`config.mk`:
```
export PLATFORM = sky130hd
export DESIGN_NAME = multicycle_control_unit
export DESIGN_NICKNAME = d
export VERILOG_FILES = /design/src/rtl/multicycle_control_unit_pkg.sv /design/src/rtl/multicycle_ctrl_decode.sv /design/src/rtl/multicycle_control_unit.sv
export SDC_FILE = /design/constraint.sdc
export NUM_CORES = 1
export LEC_CHECK = 0
export ABC_AREA = 1
export ABC_CLOCK_PERIOD_IN_PS = 1550
export CAP_MARGIN = 20
export CORE_ASPECT_RATIO = 0.75
export CORE_MARGIN = 5
export CORE_UTILIZATION = 43
export CTS_CLUSTER_DIAMETER = 30
export CTS_CLUSTER_SIZE = 30
export DETAILED_ROUTE_END_ITERATION = 8
export PLACE_DENSITY = 0.87
export SYNTH_ARGS = -nofsm -noshare
export SYNTH_HDL_FRONTEND = slang
export SYNTH_SLANG_ARGS = --single-unit
```
`constraint.sdc`:
```
create_clock -name clk -period 1.55 [get_ports clk]
set_input_delay 0.155 -clock clk [delete_from_list [all_inputs] [get_ports clk]]
set_output_delay 0.155 -clock clk [all_outputs]
set_load 0.1 [all_outputs]
```
`src/rtl/multicycle_control_unit_pkg.sv`:
```
// Shared encodings for the multicycle MIPS controller: FSM states, ALU/mux select codes,
// default opcodes and the packed control-word struct driven by the state decoder.
package multicycle_control_unit_pkg;

  typedef enum logic [3:0] {
    ST_FETCH     = 4'd0,
    ST_DECODE    = 4'd1,
    ST_MEM_ADDR  = 4'd2,
    ST_MEM_RD    = 4'd3,
    ST_MEM_WB    = 4'd4,
    ST_MEM_WR    = 4'd5,
    ST_R_EXEC    = 4'd6,
    ST_R_WB      = 4'd7,
    ST_BRANCH    = 4'd8,
    ST_JUMP      = 4'd9,
    ST_ADDI_EXEC = 4'd10,
    ST_ADDI_WB   = 4'd11,
    ST_TRAP      = 4'd12
  } stateT;

  localparam logic [1:0] ALUOP_ADD   = 2'b00;
  localparam logic [1:0] ALUOP_SUB   = 2'b01;
  localparam logic [1:0] ALUOP_FUNCT = 2'b10;

  localparam logic [1:0] SRCB_B      = 2'b00;
  localparam logic [1:0] SRCB_FOUR   = 2'b01;
  localparam logic [1:0] SRCB_IMM    = 2'b10;
  localparam logic [1:0] SRCB_IMM_SH = 2'b11;

  localparam logic [1:0] PCSRC_ALU    = 2'b00;
  localparam logic [1:0] PCSRC_ALUOUT = 2'b01;
  localparam logic [1:0] PCSRC_JUMP   = 2'b10;

  localparam int DEF_OP_RTYPE = 0;
  localparam int DEF_OP_LW    = 35;
  localparam int DEF_OP_SW    = 43;
  localparam int DEF_OP_BEQ   = 4;
  localparam int DEF_OP_J     = 2;
  localparam int DEF_OP_ADDI  = 8;

  typedef struct packed {
    logic       pcWrite;
    logic       pcWriteCond;
    logic       iorD;
    logic       memRead;
    logic       memWrite;
    logic       irWrite;
    logic       memtoReg;
    logic       regDst;
    logic       regWrite;
    logic       aluSrcA;
    logic [1:0] aluSrcB;
    logic [1:0] aluOp;
    logic [1:0] pcSource;
    logic       instrDone;
    logic       illegal;
  } ctrlT;

endpackage

```
`src/rtl/multicycle_ctrl_decode.sv`:
```
// Combinational state -> control-word decoder, zero latency; memReady only gates the
// FETCH IR/PC loads and the MEM_WR completion pulse, wait states are held by the FSM.
module multicycle_ctrl_decode
  import multicycle_control_unit_pkg::*;
(
  input  logic [3:0] state,
  input  logic       memReady,
  output ctrlT       ctrl
);

  always_comb begin
    ctrl = '0;
    case (state)
      ST_FETCH: begin
        ctrl.memRead  = 1'b1;
        ctrl.aluSrcB  = SRCB_FOUR;
        ctrl.aluOp    = ALUOP_ADD;
        ctrl.pcSource = PCSRC_ALU;
        // IR and PC only load once the instruction word is actually back
        ctrl.irWrite  = memReady;
        ctrl.pcWrite  = memReady;
      end
      ST_DECODE: begin
        ctrl.aluSrcB = SRCB_IMM_SH;
        ctrl.aluOp   = ALUOP_ADD;
      end
      ST_MEM_ADDR, ST_ADDI_EXEC: begin
        ctrl.aluSrcA = 1'b1;
        ctrl.aluSrcB = SRCB_IMM;
        ctrl.aluOp   = ALUOP_ADD;
      end
      ST_MEM_RD: begin
        ctrl.memRead = 1'b1;
        ctrl.iorD    = 1'b1;
      end
      ST_MEM_WB: begin
        ctrl.regWrite  = 1'b1;
        ctrl.memtoReg  = 1'b1;
        ctrl.instrDone = 1'b1;
      end
      ST_MEM_WR: begin
        ctrl.memWrite  = 1'b1;
        ctrl.iorD      = 1'b1;
        ctrl.instrDone = memReady;
      end
      ST_R_EXEC: begin
        ctrl.aluSrcA = 1'b1;
        ctrl.aluSrcB = SRCB_B;
        ctrl.aluOp   = ALUOP_FUNCT;
      end
      ST_R_WB: begin
        ctrl.regWrite  = 1'b1;
        ctrl.regDst    = 1'b1;
        ctrl.instrDone = 1'b1;
      end
      ST_BRANCH: begin
        ctrl.aluSrcA     = 1'b1;
        ctrl.aluSrcB     = SRCB_B;
        ctrl.aluOp       = ALUOP_SUB;
        ctrl.pcWriteCond = 1'b1;
        ctrl.pcSource    = PCSRC_ALUOUT;
        ctrl.instrDone   = 1'b1;
      end
      ST_JUMP: begin
        ctrl.pcWrite   = 1'b1;
        ctrl.pcSource  = PCSRC_JUMP;
        ctrl.instrDone = 1'b1;
      end
      ST_ADDI_WB: begin
        ctrl.regWrite  = 1'b1;
        ctrl.instrDone = 1'b1;
      end
      ST_TRAP: ctrl.illegal = 1'b1;
      default: ctrl = '0;
    endcase
  end

endmodule

```
`src/rtl/multicycle_control_unit.sv`:
```
// Moore FSM controller for the multicycle MIPS datapath; 3-5 states per instruction plus one
// cycle per memory wait state (mem_ready low stalls FETCH/MEM_RD/MEM_WR with requests held).
module multicycle_control_unit
  import multicycle_control_unit_pkg::*;
#(
  parameter int OPCODE_W      = 6,
  parameter int OP_RTYPE      = DEF_OP_RTYPE,
  parameter int OP_LW         = DEF_OP_LW,
  parameter int OP_SW         = DEF_OP_SW,
  parameter int OP_BEQ        = DEF_OP_BEQ,
  parameter int OP_J          = DEF_OP_J,
  parameter int OP_ADDI       = DEF_OP_ADDI,
  parameter int ENABLE_JUMP   = 1,
  parameter int ENABLE_ADDI   = 1,
  parameter int USE_MEM_READY = 1
) (
  input  logic                clk,
  input  logic                rst,
  input  logic [OPCODE_W-1:0] opcode,
  input  logic                mem_ready,
  output logic                PCWrite,
  output logic                PCWriteCond,
  output logic                IorD,
  output logic                MemRead,
  output logic                MemWrite,
  output logic                IRWrite,
  output logic                MemtoReg,
  output logic                RegDst,
  output logic                RegWrite,
  output logic                ALUSrcA,
  output logic [1:0]          ALUSrcB,
  output logic [1:0]          ALUOp,
  output logic [1:0]          PCSource,
  output logic                instr_done,
  output logic                illegal,
  output logic [3:0]          state
);

  localparam logic [OPCODE_W-1:0] OpRtype = OPCODE_W'(OP_RTYPE);
  localparam logic [OPCODE_W-1:0] OpLw    = OPCODE_W'(OP_LW);
  localparam logic [OPCODE_W-1:0] OpSw    = OPCODE_W'(OP_SW);
  localparam logic [OPCODE_W-1:0] OpBeq   = OPCODE_W'(OP_BEQ);
  localparam logic [OPCODE_W-1:0] OpJ     = OPCODE_W'(OP_J);
  localparam logic [OPCODE_W-1:0] OpAddi  = OPCODE_W'(OP_ADDI);

  logic [3:0]          stateQ;
  logic [OPCODE_W-1:0] opLatched;
  logic                memReady;
  ctrlT                ctrl;
  ctrlT                ctrlOut;

  assign memReady = (USE_MEM_READY != 0) ? mem_ready : 1'b1;

  always_ff @(posedge clk) begin
    if (rst) begin
      stateQ    <= ST_FETCH;
      opLatched <= '0;
    end else begin
      case (stateQ)
        ST_FETCH:  if (memReady) stateQ <= ST_DECODE;
        ST_DECODE: begin
          opLatched <= opcode;
          if (opcode == OpRtype)                        stateQ <= ST_R_EXEC;
          else if (opcode == OpLw || opcode == OpSw)    stateQ <= ST_MEM_ADDR;
          else if (opcode == OpBeq)                     stateQ <= ST_BRANCH;
          else if (ENABLE_JUMP != 0 && opcode == OpJ)   stateQ <= ST_JUMP;
          else if (ENABLE_ADDI != 0 && opcode == OpAddi) stateQ <= ST_ADDI_EXEC;
          else                                          stateQ <= ST_TRAP;
        end
        // Steered by the opcode captured in DECODE; the IR input may have moved on
        ST_MEM_ADDR: begin
          if (opLatched == OpLw)      stateQ <= ST_MEM_RD;
          else if (opLatched == OpSw) stateQ <= ST_MEM_WR;
          else                        stateQ <= ST_TRAP;
        end
        ST_MEM_RD:    if (memReady) stateQ <= ST_MEM_WB;
        ST_MEM_WB:    stateQ <= ST_FETCH;
        ST_MEM_WR:    if (memReady) stateQ <= ST_FETCH;
        ST_R_EXEC:    stateQ <= ST_R_WB;
        ST_R_WB:      stateQ <= ST_FETCH;
        ST_BRANCH:    stateQ <= ST_FETCH;
        ST_JUMP:      stateQ <= ST_FETCH;
        ST_ADDI_EXEC: stateQ <= ST_ADDI_WB;
        ST_ADDI_WB:   stateQ <= ST_FETCH;
        ST_TRAP:      stateQ <= ST_TRAP;
        default:      stateQ <= ST_TRAP;
      endcase
    end
  end

  multicycle_ctrl_decode uDecode (
    .state    (stateQ),
    .memReady (memReady),
    .ctrl     (ctrl)
  );

  // Reset kills every request in the same cycle, even mid-access
  assign ctrlOut = rst ? '0 : ctrl;
  assign state   = rst ? 4'd0 : stateQ;

  assign PCWrite     = ctrlOut.pcWrite;
  assign PCWriteCond = ctrlOut.pcWriteCond;
  assign IorD        = ctrlOut.iorD;
  assign MemRead     = ctrlOut.memRead;
  assign MemWrite    = ctrlOut.memWrite;
  assign IRWrite     = ctrlOut.irWrite;
  assign MemtoReg    = ctrlOut.memtoReg;
  assign RegDst      = ctrlOut.regDst;
  assign RegWrite    = ctrlOut.regWrite;
  assign ALUSrcA     = ctrlOut.aluSrcA;
  assign ALUSrcB     = ctrlOut.aluSrcB;
  assign ALUOp       = ctrlOut.aluOp;
  assign PCSource    = ctrlOut.pcSource;
  assign instr_done  = ctrlOut.instrDone;
  assign illegal     = ctrlOut.illegal;

endmodule

```
==> results of run 1 <==
[kinds of logic after synthesis]
group | after synthesis | share of synthesized area [%]
compound gates | 24 | 15.0
buf+inv | 26 | 13.1
flops | 10 | 24.1
simple gates | 90 | 47.8
[through the flow]
step | instances | cell area (sq um)
3_5_place_dp | 204 | 1610
3_3_place_gp | 204 | 1610
2_1_floorplan | 150 | 1040
==> flow_summary_export.csv, run 1 <==
group,metric,value,unit
die,placementRows,13,
placed_design,io_buffers,30,
die,die-height,48.1,um
clocking,cts_sinks,10,
yosys,ys.flop_type,"dfxtp_1",
placed_design,dpl.hpwl,2.68,mm
yosys,synth_edf_count,0,
clocking,ctsHoldBuffers,0,
yosys,synthesis.area,832,sq um
die,pin_count,31,
clocking,cts_setup_buffers,9,
yosys,async_reset_ff_share,0,%
yosys,synthesis.instances,150,
placed_design,gp_congestion,0.943,
clocking,cts-root-buf,"clkbuf_4",
yosys,synth_top_cell_by_area,"dfxtp_1",
yosys,syn-num-nets,159,
yosys,syn_area_per_cell,5.55,sq um
clocking,postCtsResizedCells,16,
outcome,flow.stopped_at,"4_1_cts",
die,die_w,60.8,um
yosys,synth_top_area_share,24.1,%
outcome,status,"did not finish",
yosys,synth_cell_types,20,
clocking,cts_buffers,3,
yosys,yosysMostFrequentCell,"nand2_1",
placed_design,pre_cts_ws,0.0474,ns
yosys,yosys_warnings,0,
yosys,ys_top_cells_by_count,"37 x nand2_1, 31 x nor2_1, 19 x inv_1, 13 x a21oi_1",
clocking,h-tree-depth,1,
yosys,synth_area_leaders,"dfxtp_1 24%, nand2_1 17%, nor2_1 14%",
die,start_util,46.5,%
yosys,ys_seq_area_share,24.1,%
yosys,ys_seq_elements,10,
outcome,stop_error,"[ERROR DPL-0033] detailed placement checks failed during check placement.",
clocking,cts_buffer_depth,2,
==> run 2, diff against run 1 <==
Settings changed: CORE_AREA from default to 5 5 66 68, CORE_ASPECT_RATIO 0.75 to default, CORE_MARGIN 5 to default, CORE_UTILIZATION 43 to default, CTS_CLUSTER_DIAMETER 30 to default, CTS_CLUSTER_SIZE 30 to default, DIE_AREA from default to 0 0 71 73, PLACE_DENSITY 0.87 to default, PLACE_DENSITY_LB_ADDON from default to 0.15.
==> flow_summary_export.csv, run 2 <==
group,metric,value,unit
yosys,synth_edf_count,0,
global_route,grt_pass1_vias,1114,
worst_setup_path,worstSetupStartpointType,"flip-flop",
timing,timing.final.crit_share,105,%
yosys,synth_top_area_share,24.1,%
worst_setup_path,crit_path_max_incr_delay,0.37,ns
yosys,yosysMostFrequentCell,"nand2_1",
placed_design,post-place-cells,230,
global_route,grt_overflow,0,
routing,ant_nets,0,
clocking,clock_latency,0.23,ns
routing,routed_wl,2.91,mm
yosys,ys_seq_area_share,24.1,%
clocking,ctsHoldBuffers,0,
yosys,syn-num-nets,159,
die,core,3800,sq um
timing,finalHoldViolCount,0,
routing,drt-vias-per-instance,4.47,
die,die-height,73,um
yosys,yosys_warnings,0,
clocking,cts_tree,"built",
clocking,cts_sinks,10,
worst_setup_path,cp_cell_sequence,"nor2_4 > nand2_2 > nand2_2 > o21ai_2 > buf_4 > nor2_4 > buf_12",
yosys,syn_area_per_cell,5.55,sq um
routing,drc_errors,0,
outcome,status,"complete, but fails checks",
pwr,peakVddDrop,0.664,mV
timing,setup_violations,7,
final_layout,fin_util,47.5,%
worst_setup_path,critPathKind,"flip-flop to output port",
pwr,leakagePower,0.742,nW
clocking,h-tree-depth,1,
worst_setup_path,path_delay_family,"simple AND/OR/NAND/NOR gates",
yosys,ys_seq_elements,10,
routing,dr.pass1.iters,4,
timing,timing.setup.tns,-0.288,ns
die,die_w,71,um
worst_setup_path,slowest_stage,"dfxtp_4",
worst_setup_path,cp.required,1.39,ns
final_layout,multiInputGateArea,731,sq um
worst_setup_path,arrival,1.48,ns
final_layout,drive_gt1_share,49.7,%
yosys,synth_area_leaders,"dfxtp_1 24%, nand2_1 17%, nor2_1 14%",
timing,fmax,613,MHz
routing,drt-wirelength-per-cell,11.8,um
timing,worstMarginPinSlew,0.413,ns
timing,setup_ws,-0.0812,ns
clocking,clk_pin_slew,0.05,ns
final_layout,diodes,0,
timing,grt_setup_unrepaired,"yes",
yosys,synth_top_cell_by_area,"dfxtp_1",
final_layout,syn_to_final_growth,117,%
timing,fin_skew,0.00190,ns
placed_design,dpl.hpwl,2.28,mm
worst_setup_path,worstSetupEndpointType,"output port",
worst_setup_path,path_max_fanout,5,
timing,slew_violations,0,
worst_setup_path,crit_buf_inv,2,
pwr,powerDensity,1930,nW/um^2
final_layout,finalNetCount,207,
final_layout,top_regs,"opLatched x6, stateQ x4",
clocking,cts_buffer_depth,2,
clocking,cts-root-buf,"clkbuf_8",
yosys,async_reset_ff_share,0,%
final_layout,fillers,406,
yosys,synthesis.area,832,sq um
final_layout,top_register,"opLatched",
global_route,antenna_found_initial,0,
yosys,synth_cell_types,20,
final_layout,largest_register_ffs,6,
final_layout,ff_latch_area,213,sq um
routing,drt_iter0_drc,32,
pwr,p_total,3.48,mW
yosys,ys.flop_type,"dfxtp_1",
die,start_util,21.9,%
final_layout,final_cell_mix,"26 x nand2_1, 22 x buf_12, 17 x nor2_1, 17 x buf_4, 14 x nor2_4",
clocking,cts_buffers,3,
global_route,grt_max_degree,15,
die,placementRows,23,
timing,finalCriticalPeriod,1.63,ns
placed_design,io_buffers,30,
timing,timing.slew.headroom,72.4,%
hold_path,hp-class,"primary input to flip-flop",
die,pin_count,31,
global_route,grt.total_usage,11.6,%
die,dieArea,5180,sq um
flow_run,max_cap_violations,0,
routing,dr_total_vias,1103,
global_route,grt_pass1_wl,4.85,mm
final_layout,stdcell_count,247,
yosys,synthesis.instances,150,
final_layout,layout_commonest_cell,"nand2_1",
placed_design,gp_congestion,0.835,
yosys,ys_top_cells_by_count,"37 x nand2_1, 31 x nor2_1, 19 x inv_1, 13 x a21oi_1",
outcome,violations,"setup timing",
[run 2: cell counts after synthesis]
Identical to the previous run, type by type.
[run 2: area by class of cell]
cell class                 instances  share of cell area [%]
multi-input combinational        114                    40.5
timing repair buffer              48                    36.3
sequential                        10                    11.8
inverter                          21                    4.92
tap                               50                    3.47
clock buffer                       4                    3.05
[run 2: where the power goes]
| part | internal, mW | total, mW | switching [mW] |
|---|---|---|---|
| clock | 0.223 | 0.322 | 0.0991 |
| combinational | 1.01 | 2.68 | 1.67 |
| sequential | 0.372 | 0.485 | 0.113 |
[run 2: worst reg2reg max path, delay by kind of cell, from the launching register on]
kind	cells	cell delay, ns
compound gates	2	0.20
buf+inv	1	0.15
flops	1	0.36
simple gates	4	0.49
[run 2: metal layers]
metal / global-route usage, % / up-vias / routed length (um)
met4: 5.01 / 0 / 85
met2: 22.9 / 26 / 1550
met1: 11.6 / 502 / 1130
met3: 2.48 / 8 / 143
li1: - / 567 / -
met5: 0 / - / 0
[run 2: logic make-up (layout without fill, tap and decap cells)]
kind of cell	Yosys count	in the layout	share of synthesized area (%)
AO/OA/AOI/OAI	24	24	15.0
buffers and inverters	26	73	13.1
flip-flops	10	10	24.1
AND/OR/NAND/NOR	90	90	47.8
[run 2: what timing repair did]
item	4_1_cts	5_1_grt
setup buffers	9	4
setup endpoints to repair	8	12
gates resized for setup	15	4
cloned	0	0
pin swaps	9	6
hold endpoints to repair	0	0
[run 2: final timing paths]
check	startpoint	to	slack, ns	cells after the start
setup reg to reg	stateQ[3]	stateQ[2]	0.24	7
setup / recovery	stateQ[1]	RegWrite	-0.08	7
hold / removal	rst	stateQ[1]	0.48	4
hold reg to reg	opLatched[5]	opLatched[5]	0.52	2
[run 2: per-stage QoR]
stage	cell area [sq um]	hold WS (ns)	setup WS (ns)
final	1800	0.481	-0.0812
after floorplan	1040	0.290	-0.342
after global placement	1600	0.501	0.128
after detailed placement	1600	0.505	0.102
after CTS	1760	0.482	-0.0647
after global routing	1800	0.513	-0.130
Note: power is estimated with default switching activity, not from simulation.
